File: config.mk
export PLATFORM = sky130hd
export DESIGN_NAME = tick_generator_bank_flat
export DESIGN_NICKNAME = d
export VERILOG_FILES = /design/src/rtl/tick_pkg.sv /design/src/rtl/tick_generator_bank_if.sv /design/src/rtl/tick_channel.sv /design/src/rtl/tick_generator_bank.sv /design/src/flat_wrapper.sv
export SDC_FILE = /design/constraint.sdc
export NUM_CORES = 1
export LEC_CHECK = 0
export ABC_AREA = 1
export ABC_CLOCK_PERIOD_IN_PS = 4200
export CORE_MARGIN = 2
export CORE_UTILIZATION = 63
export DETAILED_ROUTE_END_ITERATION = 10
export DONT_BUFFER_PORTS = 1
export PLACE_DENSITY = 0.83
export REMOVE_ABC_BUFFERS = 1
export SLEW_MARGIN = 20
export SYNTH_ARGS = -nofsm -noshare
export SYNTH_HDL_FRONTEND = slang
export SYNTH_SLANG_ARGS = --single-unit
File: constraint.sdc
create_clock -name clock -period 4.2 [get_ports clock]
set_clock_uncertainty 0.15 [all_clocks]
set_input_delay 1.26 -clock clock [delete_from_list [all_inputs] [get_ports clock]]
set_output_delay 1.26 -clock clock [all_outputs]
set_load 0.02 [all_outputs]
File: src/rtl/tick_pkg.sv
// Shared definitions for the tick generator bank.
//   CNT_W_DEFAULT : default counter/reload width per channel
//   FRAME_RELOAD  : reload for a 60 Hz frame tick from 50 MHz (833332 -> 833333 cycles)
//   SLOW_RELOAD   : reload for a ~5 Hz slow game tick from 50 MHz
//   ch_state_e    : per-channel run state (idle after a one-shot expiry, or running)
//   clog2_min1    : channel-select width, never narrower than one bit
package tick_pkg;

  localparam int CNT_W_DEFAULT = 24;
  localparam logic [23:0] FRAME_RELOAD = 24'h0CB734;
  localparam logic [23:0] SLOW_RELOAD  = 24'h989680;

  typedef enum logic {
    CH_IDLE = 1'b0,
    CH_RUN  = 1'b1
  } ch_state_e;

  function automatic int clog2_min1(input int n);
    int w;
    w = $clog2(n);
    return (w < 1) ? 1 : w;
  endfunction

endpackage

File: src/rtl/tick_generator_bank_if.sv
// Control/status bundle for tick_generator_bank.
//   master : drives per-channel enable/one-shot/restart and the reload write port,
//            receives tick, busy and the per-channel run state (debug view).
//   slave  : the bank itself.
// Handshake: there is none; every control is a level or single-cycle strobe sampled on
// the rising clock edge, and tick is a registered single-cycle pulse.
interface tick_generator_bank_if
  import tick_pkg::*;
#(
  parameter int NUM_CH = 2,
  parameter int CNT_W  = CNT_W_DEFAULT,
  parameter int CH_W   = clog2_min1(NUM_CH)
);

  logic [NUM_CH-1:0] ch_enable;
  logic [NUM_CH-1:0] ch_oneshot;
  logic [NUM_CH-1:0] restart;
  logic              wr_en;
  logic [CH_W-1:0]   wr_ch;
  logic [CNT_W-1:0]  wr_data;
  logic [NUM_CH-1:0] tick;
  logic [NUM_CH-1:0] busy;
  logic [NUM_CH-1:0] run_dbg;

  modport master (
    output ch_enable, ch_oneshot, restart, wr_en, wr_ch, wr_data,
    input  tick, busy, run_dbg
  );

  modport slave (
    input  ch_enable, ch_oneshot, restart, wr_en, wr_ch, wr_data,
    output tick, busy, run_dbg
  );

endinterface

File: src/rtl/tick_channel.sv
// One programmable rate divider channel.
//   clock, reset  : system clock, synchronous active-high reset
//   enable_i      : 1 = count, 0 = freeze counter and suppress tick
//   oneshot_i     : 1 = stop running after the next expiry
//   restart_i     : reload counter and start running (wins over everything else)
//   load_i        : write wr_data_i into the reload register this cycle
//   wr_data_i     : new reload value
//   tick_o        : registered one-cycle pulse, one cycle after the counter sat at zero
//   busy_o        : running and enabled
//   run_o         : run state (debug view)
module tick_channel
  import tick_pkg::*;
#(
  parameter int               CNT_W      = CNT_W_DEFAULT,
  parameter logic [CNT_W-1:0] RESET_VAL  = '0
) (
  input  logic             clock,
  input  logic             reset,
  input  logic             enable_i,
  input  logic             oneshot_i,
  input  logic             restart_i,
  input  logic             load_i,
  input  logic [CNT_W-1:0] wr_data_i,
  output logic             tick_o,
  output logic             busy_o,
  output logic             run_o
);

  logic [CNT_W-1:0] cnt_q, cnt_d;
  logic [CNT_W-1:0] reload_q, reload_d;
  logic             tick_q, tick_d;
  ch_state_e        state_q, state_d;
  logic [CNT_W-1:0] eff_reload;

  always_ff @(posedge clock) begin
    if (reset) begin
      cnt_q    <= RESET_VAL;
      reload_q <= RESET_VAL;
      tick_q   <= 1'b0;
      state_q  <= CH_RUN;
    end else begin
      cnt_q    <= cnt_d;
      reload_q <= reload_d;
      tick_q   <= tick_d;
      state_q  <= state_d;
    end
  end

  // A write landing in the same cycle as a reload is used immediately, so a
  // restart with a coincident write starts from the new value.
  assign eff_reload = load_i ? wr_data_i : reload_q;

  always_comb begin
    cnt_d    = cnt_q;
    reload_d = reload_q;
    tick_d   = 1'b0;
    state_d  = state_q;
    if (load_i) begin
      reload_d = wr_data_i;
    end
    if (restart_i) begin
      cnt_d   = eff_reload;
      state_d = CH_RUN;
    end else if (!enable_i || (state_q == CH_IDLE)) begin
      cnt_d = cnt_q;
    end else if (cnt_q == '0) begin
      // Expiry always reloads, so the counter never wraps below zero.
      tick_d = 1'b1;
      cnt_d  = eff_reload;
      if (oneshot_i) begin
        state_d = CH_IDLE;
      end
    end else begin
      cnt_d = cnt_q - CNT_W'(1);
    end
  end

  assign tick_o = tick_q;
  assign run_o  = (state_q == CH_RUN);
  assign busy_o = enable_i && (state_q == CH_RUN);

endmodule

File: src/rtl/tick_generator_bank.sv
// Bank of NUM_CH independent programmable tick generators.
//   clock, reset : system clock, synchronous active-high reset
//   bus (slave)  : ch_enable/ch_oneshot/restart per channel, reload write port
//                  (wr_en, wr_ch, wr_data), tick/busy/run_dbg per channel
// Channel i resets to RESET_RELOAD[i*CNT_W +: CNT_W]. wr_ch values >= NUM_CH are
// ignored because no channel decodes them.
module tick_generator_bank
  import tick_pkg::*;
#(
  parameter int                      NUM_CH       = 2,
  parameter int                      CNT_W        = CNT_W_DEFAULT,
  parameter logic [NUM_CH*CNT_W-1:0] RESET_RELOAD = {SLOW_RELOAD, FRAME_RELOAD}
) (
  input  logic                 clock,
  input  logic                 reset,
  tick_generator_bank_if.slave bus
);

  localparam int CH_W = clog2_min1(NUM_CH);

  logic [NUM_CH-1:0] tick_vec;
  logic [NUM_CH-1:0] busy_vec;
  logic [NUM_CH-1:0] run_vec;

  for (genvar i = 0; i < NUM_CH; i++) begin : g_ch
    localparam logic [CH_W-1:0] IDX = CH_W'(i);
    logic load;

    assign load = bus.wr_en && (bus.wr_ch == IDX);

    tick_channel #(
      .CNT_W     (CNT_W),
      .RESET_VAL (RESET_RELOAD[i*CNT_W +: CNT_W])
    ) u_ch (
      .clock     (clock),
      .reset     (reset),
      .enable_i  (bus.ch_enable[i]),
      .oneshot_i (bus.ch_oneshot[i]),
      .restart_i (bus.restart[i]),
      .load_i    (load),
      .wr_data_i (bus.wr_data),
      .tick_o    (tick_vec[i]),
      .busy_o    (busy_vec[i]),
      .run_o     (run_vec[i])
    );
  end

  assign bus.tick    = tick_vec;
  assign bus.busy    = busy_vec;
  assign bus.run_dbg = run_vec;

endmodule

File: src/flat_wrapper.sv
// flat-port wrapper written by rule: the top's interface ports become plain ports
module tick_generator_bank_flat import tick_pkg::*;
#(
  parameter int                      NUM_CH       = 2,
  parameter int                      CNT_W        = CNT_W_DEFAULT,
  parameter logic [NUM_CH*CNT_W-1:0] RESET_RELOAD = {SLOW_RELOAD, FRAME_RELOAD}
)
  (clock, reset, bus_ch_enable, bus_ch_oneshot, bus_restart, bus_wr_en, bus_wr_ch, bus_wr_data, bus_tick, bus_busy, bus_run_dbg);
  tick_generator_bank_if #(.NUM_CH(NUM_CH), .CNT_W(CNT_W)) bus_i ();
  input  logic clock;
  input  logic reset;
  input wire logic [$bits(bus_i.ch_enable)-1:0] bus_ch_enable;
  input wire logic [$bits(bus_i.ch_oneshot)-1:0] bus_ch_oneshot;
  input wire logic [$bits(bus_i.restart)-1:0] bus_restart;
  input wire logic [$bits(bus_i.wr_en)-1:0] bus_wr_en;
  input wire logic [$bits(bus_i.wr_ch)-1:0] bus_wr_ch;
  input wire logic [$bits(bus_i.wr_data)-1:0] bus_wr_data;
  output wire logic [$bits(bus_i.tick)-1:0] bus_tick;
  output wire logic [$bits(bus_i.busy)-1:0] bus_busy;
  output wire logic [$bits(bus_i.run_dbg)-1:0] bus_run_dbg;
  assign bus_i.ch_enable = bus_ch_enable;
  assign bus_i.ch_oneshot = bus_ch_oneshot;
  assign bus_i.restart = bus_restart;
  assign bus_i.wr_en = bus_wr_en;
  assign bus_i.wr_ch = bus_wr_ch;
  assign bus_i.wr_data = bus_wr_data;
  assign bus_tick = bus_i.tick;
  assign bus_busy = bus_i.busy;
  assign bus_run_dbg = bus_i.run_dbg;
  tick_generator_bank #(.NUM_CH(NUM_CH), .CNT_W(CNT_W), .RESET_RELOAD(RESET_RELOAD)) u_core (.clock(clock), .reset(reset), .bus(bus_i));
endmodule
==> summary.txt <==
Route
  • Number of design rule violations left after detail routing: 0
  • Final WL: about 13000 um
  • Count of antenna-violating nets left after detailed routing: 0
  • First-pass iteration count of the detailed router: 5
  • Overall via count from detail_route: approximately 4.9k
  • Iteration-0 DRC Markers: roughly 300
  • Avg WL per Cell: 14.2 um
  • Detail-routed via count per cell: 5.58

CTS
  • Sinks on the clock net: 100
  • Total number of H-tree levels: 3
  • Clock-pin slew of the registers on the worst-case setup and hold paths: 0.10 ns
  • Largest buffer count on any clock path: 2
  • Insertion delay of the later-clocked pin in the worst-skew pair: 0.37 ns
  • CTS hold repair buffers: 0
  • CTS buffer count: 9
  • Post-CTS setup buffers: 0
  • # resized after CTS: 0
  • Root Driver: clkbuf_8
  • CTS tree: built

Critical path
  • Worst-path fanout max: 2
  • Count of buffer and inverter cells on the critical path: 1
  • WS Path Type: input port to output pin
  • Arrival time at the worst endpoint: 1.51 ns
  • Crit-path leading delay family: buffers and inverters
  • Crit. End Element: output pin
  • Required arrival time at the worst endpoint: 2.79 ns
  • Slowest stage cell on the critical path: inv_1
  • Critical Path Source Type: input port
  • Chain of cells forming the critical path: nand2_1 -> inv_1
  • Stage delay of the slowest cell on the critical path: 0.20 ns

Floorplan
  • Top-level port count: 40
  • Die width: 96.3 um
  • Core Area: 8260 um^2
  • Die Y-Extent: 96.3 um
  • Total Die Area: 9280 um^2
  • Row count: 33
  • Effective utilization at floorplan: 65.0%

Timing
  • Maximum clock frequency: 0.342 GHz
  • Shortest period the worst path allows: about 2.9 ns
  • Final worst-path cycle share: a little over two thirds
  • Setup repair after global routing missed its margin: false
  • Slew @ Worst Pin: 1.03 ns
  • Hold_ws: 0.309 ns
  • Max-slew violation count: 0
  • Sum of negative setup slack: 0 ns
  • Fin. Hold Viols: 0
  • Relative slew margins: 31.3%
  • Number of setup violations in the final report: 0

Global routing
  • Combined global-route utilization of all metal layers: between 20 and 30%
  • Congestion Overflow GR: 0
  • Routing usage on met3: 6.34%
  • Met1 routing resource usage after global routing: 35.0%
  • Number of antenna violations at the first check in global routing: 0
  • Number of global-route vias before repair: 4570
  • Wire length of the first global-routing pass: approximately 21000 um
  • Most used routing layer: met2
  • GR met2 Demand/Resource: 49.4%
  • Pin count of the biggest net entering global routing: 61

Finish
  • Area growth, synth to finish: 3.54%
  • Antenna Diode Count: 0
  • Proportion of layout cells with a drive suffix above 1: 5.16%
  • Final design utilization: 67.3%
  • Count of placed standard cells in the final layout, fillers left out: 880
  • Count of nets after finishing: 808

Power and ir drop
  • Static leakage: 2.59 nW
  • Worst VDD drop: 0.182 mV
  • Power per standard cell area: 373 nW/um^2
  • Post-layout power: around 0.0021 W

Placement
  • Buffers added on ports: 0
  • Global placer's final weighted congestion: slightly above 0.9
  • Final HPWL from detailed placement: 8740 um
  • Placed instance count: 864

Yosys
  • Count of mapped cells out of synthesis: 793
  • Sequential area share after synthesis: 37.3%
  • Count of synthesis-stage warnings from yosys: 0
  • Mapped Avg Cell Area: 6.77 um^2
  • Post-synthesis cell type with the largest combined area: dfxtp_1
  • Count of cell types in the netlist: 30
  • Area fraction of the dominant cell type after synthesis: 37.3%
  • Netlist area before placement: 5370 um^2
  • Top area cells in the synthesized netlist: dfxtp_1 37%, nand2_1 15%, mux2i_1 8.0%, nor2_1 8.0%, nand3_1 6.9%
  • Flop and latch count out of synthesis: 100

Min path
  • Worst hold-check path type: register to register

Run status
  • Run status: finished clean

Job
  • # Max-Cap Violations: 0
[report_power, final]
part           switching, W  internal, W  total (W)
registers         0.0000485      0.00101    0.00105
logic              0.000197     0.000112   0.000309
clock network      0.000338     0.000370   0.000708
total              0.000583      0.00149    0.00207
[synth_stat cells (all sizes together)]
library cell and instances:
a21oi 58, and2 1, buf 21, clkbuf 17, clkinv 1, dfxtp 100, ha 4, inv 67
mux2i 43, nand2 220, nand3 76, nand3b 5, nand4 9, nor2 123, nor3 4, nor4 2
o21a 1, o21ai 27, or2 3, xnor2 6, xor2 5
[placed cells by master (no fill, tap or decap), drive strengths merged]
cell type    n
bufinv       2
nor4         2
o21a         1
nand4        9
xnor2        6
xor2         5
inv         67
buf          4
nor3         4
clkbuf      13
nor2       123
o21ai       27
a21oi       58
nand2      220
dfxtp      100
or2          3
nand3       76
and2         1
nand3b       5
mux2i       43
ha           4
clkinv       2
[state kept, by name, summed over array words and instances (netlist names)]
| register | flops |
|---|---|
| u_core.g_ch.u_ch.tick_o | 2 |
| u_core.g_ch.u_ch.reload_q | 48 |
| u_core.g_ch.u_ch.cnt_q | 48 |
| u_core.g_ch.u_ch.run_o | 2 |
[through the flow]
| step | setup slack, ns | instance area (um^2) |
|---|---|---|
| 3_5_place_dp | 1.11 | 5330 |
| 4_1_cts | 1.28 | 5560 |
| 6_report | 1.28 | 5560 |
| 2_1_floorplan | 0.466 | 5170 |
| 3_3_place_gp | 1.15 | 5330 |
| 5_1_grt | 1.24 | 5560 |
[layer usage]
metal  vias to the layer above  share of wire (%)  routed length, um
li1                       2493                  -                  -
met1                      2252                 43               5390
met2                       147                 49               6190
met3                        21                5.9                739
met4                         0                1.7                207
met5                         -                  0                  0
[kinds of logic after synthesis]
group / count (synthesis) / share of synthesized area (%)
DFF: 100 / 37.3
and+or+nand+nor: 443 / 35.3
muxes: 43 / 8.01
xor gates and xnor gates: 11 / 1.79
buffers and inverters: 106 / 8.60
AOI/OAI and AO/OA: 86 / 8.06
adders and majority gates: 4 / 0.932
[final timing paths]
check | slack, ns | to | cells after the start | startpoint
hold / removal | 0.31 | u_core.g_ch[0].u_ch.reload_q[10] | 2 | u_core.g_ch[0].u_ch.reload_q[10]
setup / recovery | 1.28 | bus_busy[0] | 2 | bus_ch_enable[0]
hold reg to reg | 0.31 | u_core.g_ch[0].u_ch.reload_q[10] | 2 | u_core.g_ch[0].u_ch.reload_q[10]
setup reg to reg | 1.83 | u_core.g_ch[1].u_ch.cnt_q[0] | 9 | u_core.g_ch[1].u_ch.run_o
[final cells by class]
type | instances | area (um^2)
clock buffers | 13 | 159
repair buffers | 4 | 30.0
well taps | 105 | 131
inverters | 68 | 258
flip-flops and latches | 100 | 2000
multi-input cells | 587 | 2910
clock inverters | 3 | 68.8
fillers | 717 | 2700
(Power assumes the default switching activity.)
==> RTL change 1 (config.mk and constraints unchanged) <==
`NUM_CH` is set to 2 in 3 places; all go to 4.
--- a/src/rtl/tick_generator_bank_if.sv
+++ b/src/rtl/tick_generator_bank_if.sv
@@ -7,7 +7,7 @@
 interface tick_generator_bank_if
   import tick_pkg::*;
 #(
-  parameter int NUM_CH = 2,
+  parameter int NUM_CH = 4,
   parameter int CNT_W  = CNT_W_DEFAULT,
   parameter int CH_W   = clog2_min1(NUM_CH)
 );
--- a/src/rtl/tick_generator_bank.sv
+++ b/src/rtl/tick_generator_bank.sv
@@ -7,7 +7,7 @@
 module tick_generator_bank
   import tick_pkg::*;
 #(
-  parameter int                      NUM_CH       = 2,
+  parameter int                      NUM_CH       = 4,
   parameter int                      CNT_W        = CNT_W_DEFAULT,
   parameter logic [NUM_CH*CNT_W-1:0] RESET_RELOAD = {SLOW_RELOAD, FRAME_RELOAD}
 ) (
--- a/src/flat_wrapper.sv
+++ b/src/flat_wrapper.sv
@@ -1,7 +1,7 @@
 // flat-port wrapper written by rule: the top's interface ports become plain ports
 module tick_generator_bank_flat import tick_pkg::*;
 #(
-  parameter int                      NUM_CH       = 2,
+  parameter int                      NUM_CH       = 4,
   parameter int                      CNT_W        = CNT_W_DEFAULT,
   parameter logic [NUM_CH*CNT_W-1:0] RESET_RELOAD = {SLOW_RELOAD, FRAME_RELOAD}
 )
Interface: changed (7 resized); port bits go from 40 to 53. The function was not compared with the original's and may differ.
==> RTL change 1 against the original RTL <==
- sequential cell count increased by 100
- core utilization down 0.26 points
- cell area grew 110%
- wire length rose by 120%
- fmax is 0.45% lower
- global-route usage up 1.6 points
- total power increased by 130%
- clock power grew 140%
- hold slack better by 0.013 ns
- first-iteration DRC count grew to 4.0 times the old value
- worst setup slack worse by 0.013 ns
- area after synthesis grew 110%
- largest cell class unchanged
- largest power group unchanged
==> RTL change 1: results <==
export IMPL_cts_max_level=4
export IMPL_ys_seq_area_frac=0.362
export IMPL_dp_cells=1892
export IMPL_hpwl_microns=18200
export IMPL_avgRoutedWirePerCell_microns=14.2
export IMPL_wl_met3_microns=1840
export IMPL_cts_buffers_inserted=17
export IMPL_vias=10599
export IMPL_tightestPinTransition_ns=0.760
export IMPL_peakVddDrop_uv=332
export IMPL_r2r_cells=8
export IMPL_grt_max_degree=162
export IMPL_r2r_slack_ns=1.95
export IMPL_reg2reg_to="u_core.g_ch[0].u_ch.cnt_q[2]"
export IMPL_nNetsFinal=1735
export IMPL_syn_avg_cell_area_sq_um=6.37
export IMPL_status="finished, final reports clean"
export IMPL_cts_buffer_depth=2
export IMPL_grt_antenna_before_repair=3
export IMPL_drive_above_1_share=0.0648
export IMPL_r2r_start="u_core.g_ch[0].u_ch.run_o"
export IMPL_grt_pass1_vias=9171
export IMPL_grt_first_pass_wirelength_microns=44500
export IMPL_insertion_delay_ns=0.44
export IMPL_num_fill_cells=1572
export IMPL_drt_first_pass_iters=8
export IMPL_reg_top3="u_core.g_ch.u_ch.cnt_q: 96 flops, u_core.g_ch.u_ch.reload_q: 96 flops"
export IMPL_clk_pin_slew_ns=0.07
export IMPL_synth_area_leaders="dfxtp_1 (36%), nand2_1 (16%), nor2_1 (9.3%)"
export IMPL_met2_length_microns=12300
export IMPL_drtIter0Drc=1175
export IMPL_place_congestion=0.975
export IMPL_ctsRootBufferMaster="clkbuf_16"
export IMPL_drt_met1_wl_microns=12400
export IMPL_synthTopCellsByCount="nand2_1 (482), nor2_1 (275), dfxtp_1 (200)"
export IMPL_p_leak_nw=5.37
## RTL change 1: changes by cell type after synthesis, sizes merged, moves of 65 or more
| cell | change |
|---|---|
| dfxtp | +100 |
| nand3 | +77 |
| nor2 | +180 |
| o21ai | +70 |
| a21oi | +65 |
| nand2 | +269 |
| inv | +108 |
## RTL change 1: layout make-up
class | count | share of cell area
multi-input combinational | 1282 | 0.514
sequential | 200 | 0.346
inverter | 175 | 0.0577
clock buffer | 24 | 0.0434
tap | 225 | 0.0244
clock inverter | 7 | 0.00790
timing repair buffer | 10 | 0.00649
## RTL change 1: how the worst min path moves through the flow
stage                                     startpoint                          endpoint  slack, ns  cells past startpoint
floorplan            u_core.g_ch[0].u_ch.reload_q[2]   u_core.g_ch[0].u_ch.reload_q[2]       0.28                      2
finish              u_core.g_ch[1].u_ch.reload_q[20]  u_core.g_ch[1].u_ch.reload_q[20]       0.32                      2
CTS                 u_core.g_ch[1].u_ch.reload_q[20]  u_core.g_ch[1].u_ch.reload_q[20]       0.32                      2
global route        u_core.g_ch[1].u_ch.reload_q[20]  u_core.g_ch[1].u_ch.reload_q[20]       0.36                      2
detailed placement  u_core.g_ch[1].u_ch.reload_q[20]  u_core.g_ch[1].u_ch.reload_q[20]       0.30                      2
global placement    u_core.g_ch[0].u_ch.reload_q[12]  u_core.g_ch[0].u_ch.reload_q[12]       0.30                      2
## RTL change 1: cells by family (layout without fill, tap and decap cells)
logic type | Yosys count | after routing | share of synthesized area
flip-flops | 200 | 200 | 0.362
AND/OR/NAND/NOR | 1011 | 1011 | 0.391
multiplexers | 24 | 24 | 0.0217
XOR/XNOR | 15 | 15 | 0.0119
buffers and inverters | 257 | 216 | 0.102
AO/OA/AOI/OAI | 224 | 224 | 0.103
adder cells (fa/ha/maj) | 8 | 8 | 0.00904
## RTL change 1: layer usage
layer  vias to the layer above  GRT usage
met5                         -          0
met4                         0      0.115
met3                        47     0.0522
met2                       370      0.483
met1                      4798      0.403
li1                       5384          -
## RTL change 1: worst reg2reg max path: cells and delay by family, from the launching register on
kind	cells	cell delay (ns)
and+or+nand+nor	3	0.24
AOI/OAI and AO/OA	2	0.35
buffers and inverters	3	0.95
DFF	1	0.46
## RTL change 1: through the flow
step | worst slack, ns | instance area (sq um)
2_1_floorplan | 0.603 | 10600
3_3_place_gp | 1.27 | 11000
3_5_place_dp | 1.18 | 11000
4_1_cts | 1.26 | 11600
5_1_grt | 1.22 | 11600
6_report | 1.27 | 11600
## RTL change 1: power by group
part           switching, mW  internal (mW)  leakage (nW)
logic                  0.578          0.297          3.44
registers              0.100           2.01          1.64
clock network          0.728          0.953         0.292
==> RTL change 2 (same flow settings) <==
Without the edit above. Make the reset (`reset`) asynchronous in one clocked block. Comments in the files are not updated.
--- a/src/rtl/tick_channel.sv
+++ b/src/rtl/tick_channel.sv
@@ -32,7 +32,7 @@
   ch_state_e        state_q, state_d;
   logic [CNT_W-1:0] eff_reload;
 
-  always_ff @(posedge clock) begin
+  always_ff @(posedge clock or posedge reset) begin
     if (reset) begin
       cnt_q    <= RESET_VAL;
       reload_q <= RESET_VAL;
Formal check against the unedited RTL: differs if reset is asserted again (counterexample within 4 cycles, from zero or initial values and one cycle with reset high); with reset held inactive, the same outputs for 4 cycles.
==> RTL change 2 against the original RTL <==
- worst setup slack worse by 0.0067 ns
- total power is 15% higher
- global-route usage down 0.90 points
- combinational power grew 61%
- sequential cell count unchanged
- area after synthesis up 13%
- wire length is 6.7% higher
- cell area increased by 13%
- first-iteration DRC count shrank 6.2%
==> RTL change 2: results <==
export IMPL_tightestPinTransition_ns=0.674
export IMPL_cts_buffer_depth=2
export IMPL_peakVddDrop_uv=217
export IMPL_dp_slack_ns=1.02
export IMPL_num_fill_cells=824
export IMPL_via_per_inst=5.29
export IMPL_ys_seq_area_frac=0.422
export IMPL_ctsRootBufferMaster="clkbuf_8"
export IMPL_drtIter0Drc=274
export IMPL_hpwl_microns=9580
export IMPL_place_congestion=0.932
export IMPL_critPathArrivalTime_ns=1.52
export IMPL_synthTopCellsByCount="nand2_1 (284), inv_1 (155), nor2_1 (76)"
export IMPL_grt_antenna_before_repair=0
export IMPL_grt_max_degree=52
export IMPL_grt_first_pass_wirelength_microns=22800
export IMPL_port_buffers=0
export IMPL_n_antenna_cell=0
export IMPL_ys_warnings_count=0
export IMPL_totalWireLength_microns=13400
export IMPL_cts_max_level=3
export IMPL_status="finished, final reports clean"
export IMPL_cts_resized=0
export IMPL_cts_buffers_inserted=9
export IMPL_nNetsFinal=905
export IMPL_slowest_delay_ns=0.20
export IMPL_synth_cell_types=30
export IMPL_p_leak_nw=3.24
export IMPL_grt_pass1_vias=4985
export IMPL_synth_area_leaders="dfrtp_1 (25%), nand2_1 (18%), dfstp_2 (17%)"
export IMPL_drive_above_1_share=0.114
export IMPL_synth_async_reset_ratio=1.00
export IMPL_synth_ff_type="dfrtp_1"
export IMPL_hold_class="reg2reg"
export IMPL_clk_pin_slew_ns=0.09
export IMPL_cts_setup_buffers=0
export IMPL_gr_usage_all_layers=0.275
export IMPL_drt_first_pass_iters=5
export IMPL_reg_top3="u_core.g_ch.u_ch.cnt_q: 48 flops, u_core.g_ch.u_ch.reload_q: 48 flops"
export IMPL_cpMaxStageDelayCell="inv_1"
export IMPL_critPathTopFamily="buffers and inverters"
export IMPL_crit_path_max_fanout=2
export IMPL_insertion_delay_ns=0.38
-- RTL change 2: path summary, 6_finish.rpt --
path / from / endpoint / slack (ns) / cells after the start
max reg2reg: u_core.g_ch[1].u_ch.cnt_q[14] / u_core.g_ch[1].u_ch.cnt_q[14] / 1.61 / 9
max in group asynchronous: reset / u_core.g_ch[1].u_ch.run_o / 2.45 / 2
min: u_core.g_ch[0].u_ch.cnt_q[5] / u_core.g_ch[0].u_ch.cnt_q[5] / 0.34 / 2
min in group asynchronous: reset / u_core.g_ch[0].u_ch.reload_q[0] / 0.69 / 1
min reg2reg: u_core.g_ch[0].u_ch.cnt_q[5] / u_core.g_ch[0].u_ch.cnt_q[5] / 0.34 / 2
max: bus_ch_enable[1] / bus_busy[1] / 1.27 / 2
-- RTL change 2: metrics by stage --
step / std cells / utilization / instance area [sq um]
2_1_floorplan: 850 / - / 5820
3_3_place_gp: 985 / 0.652 / 6050
3_5_place_dp: 985 / 0.652 / 6050
4_1_cts: 1001 / 0.674 / 6260
5_1_grt: 1001 / 0.675 / 6260
6_report: 1001 / 0.675 / 6260
-- RTL change 2: kinds of logic (layout without fill, tap and decap cells) --
family / Yosys count / count (layout) / share of synthesized area
buffers and inverters: 196 / 181 / 0.137
flip-flops: 100 / 100 / 0.422
AND/OR/NAND/NOR: 491 / 491 / 0.351
XOR/XNOR: 5 / 5 / 0.00724
AO/OA/AOI/OAI: 91 / 91 / 0.0753
adder cells (fa/ha/maj): 4 / 4 / 0.00827
-- RTL change 2: where the power goes --
group	switching, mW	internal (mW)	leakage, nW
Sequential	0.114	1.13	1.10
Combinational	0.327	0.172	2.04
Clock	0.348	0.296	0.103
-- RTL change 2: layer usage --
metal | GRT usage | up-vias | part of all wire
met3 | 0.0506 | 38 | 0.049
met4 | 0.103 | 0 | 0.028
met1 | 0.350 | 2420 | 0.43
met5 | 0 | - | 0
met2 | 0.470 | 161 | 0.49
li1 | - | 2677 | -
-- RTL change 2: cell type report --
class / instances / share of cell area
Clock inverter: 6 / 0.0110
Tap cell: 129 / 0.0258
Sequential cell: 100 / 0.408
Clock buffer: 10 / 0.0220
Multi-Input combinational cell: 591 / 0.428
Inverter: 159 / 0.0961
Timing Repair Buffer: 6 / 0.00919
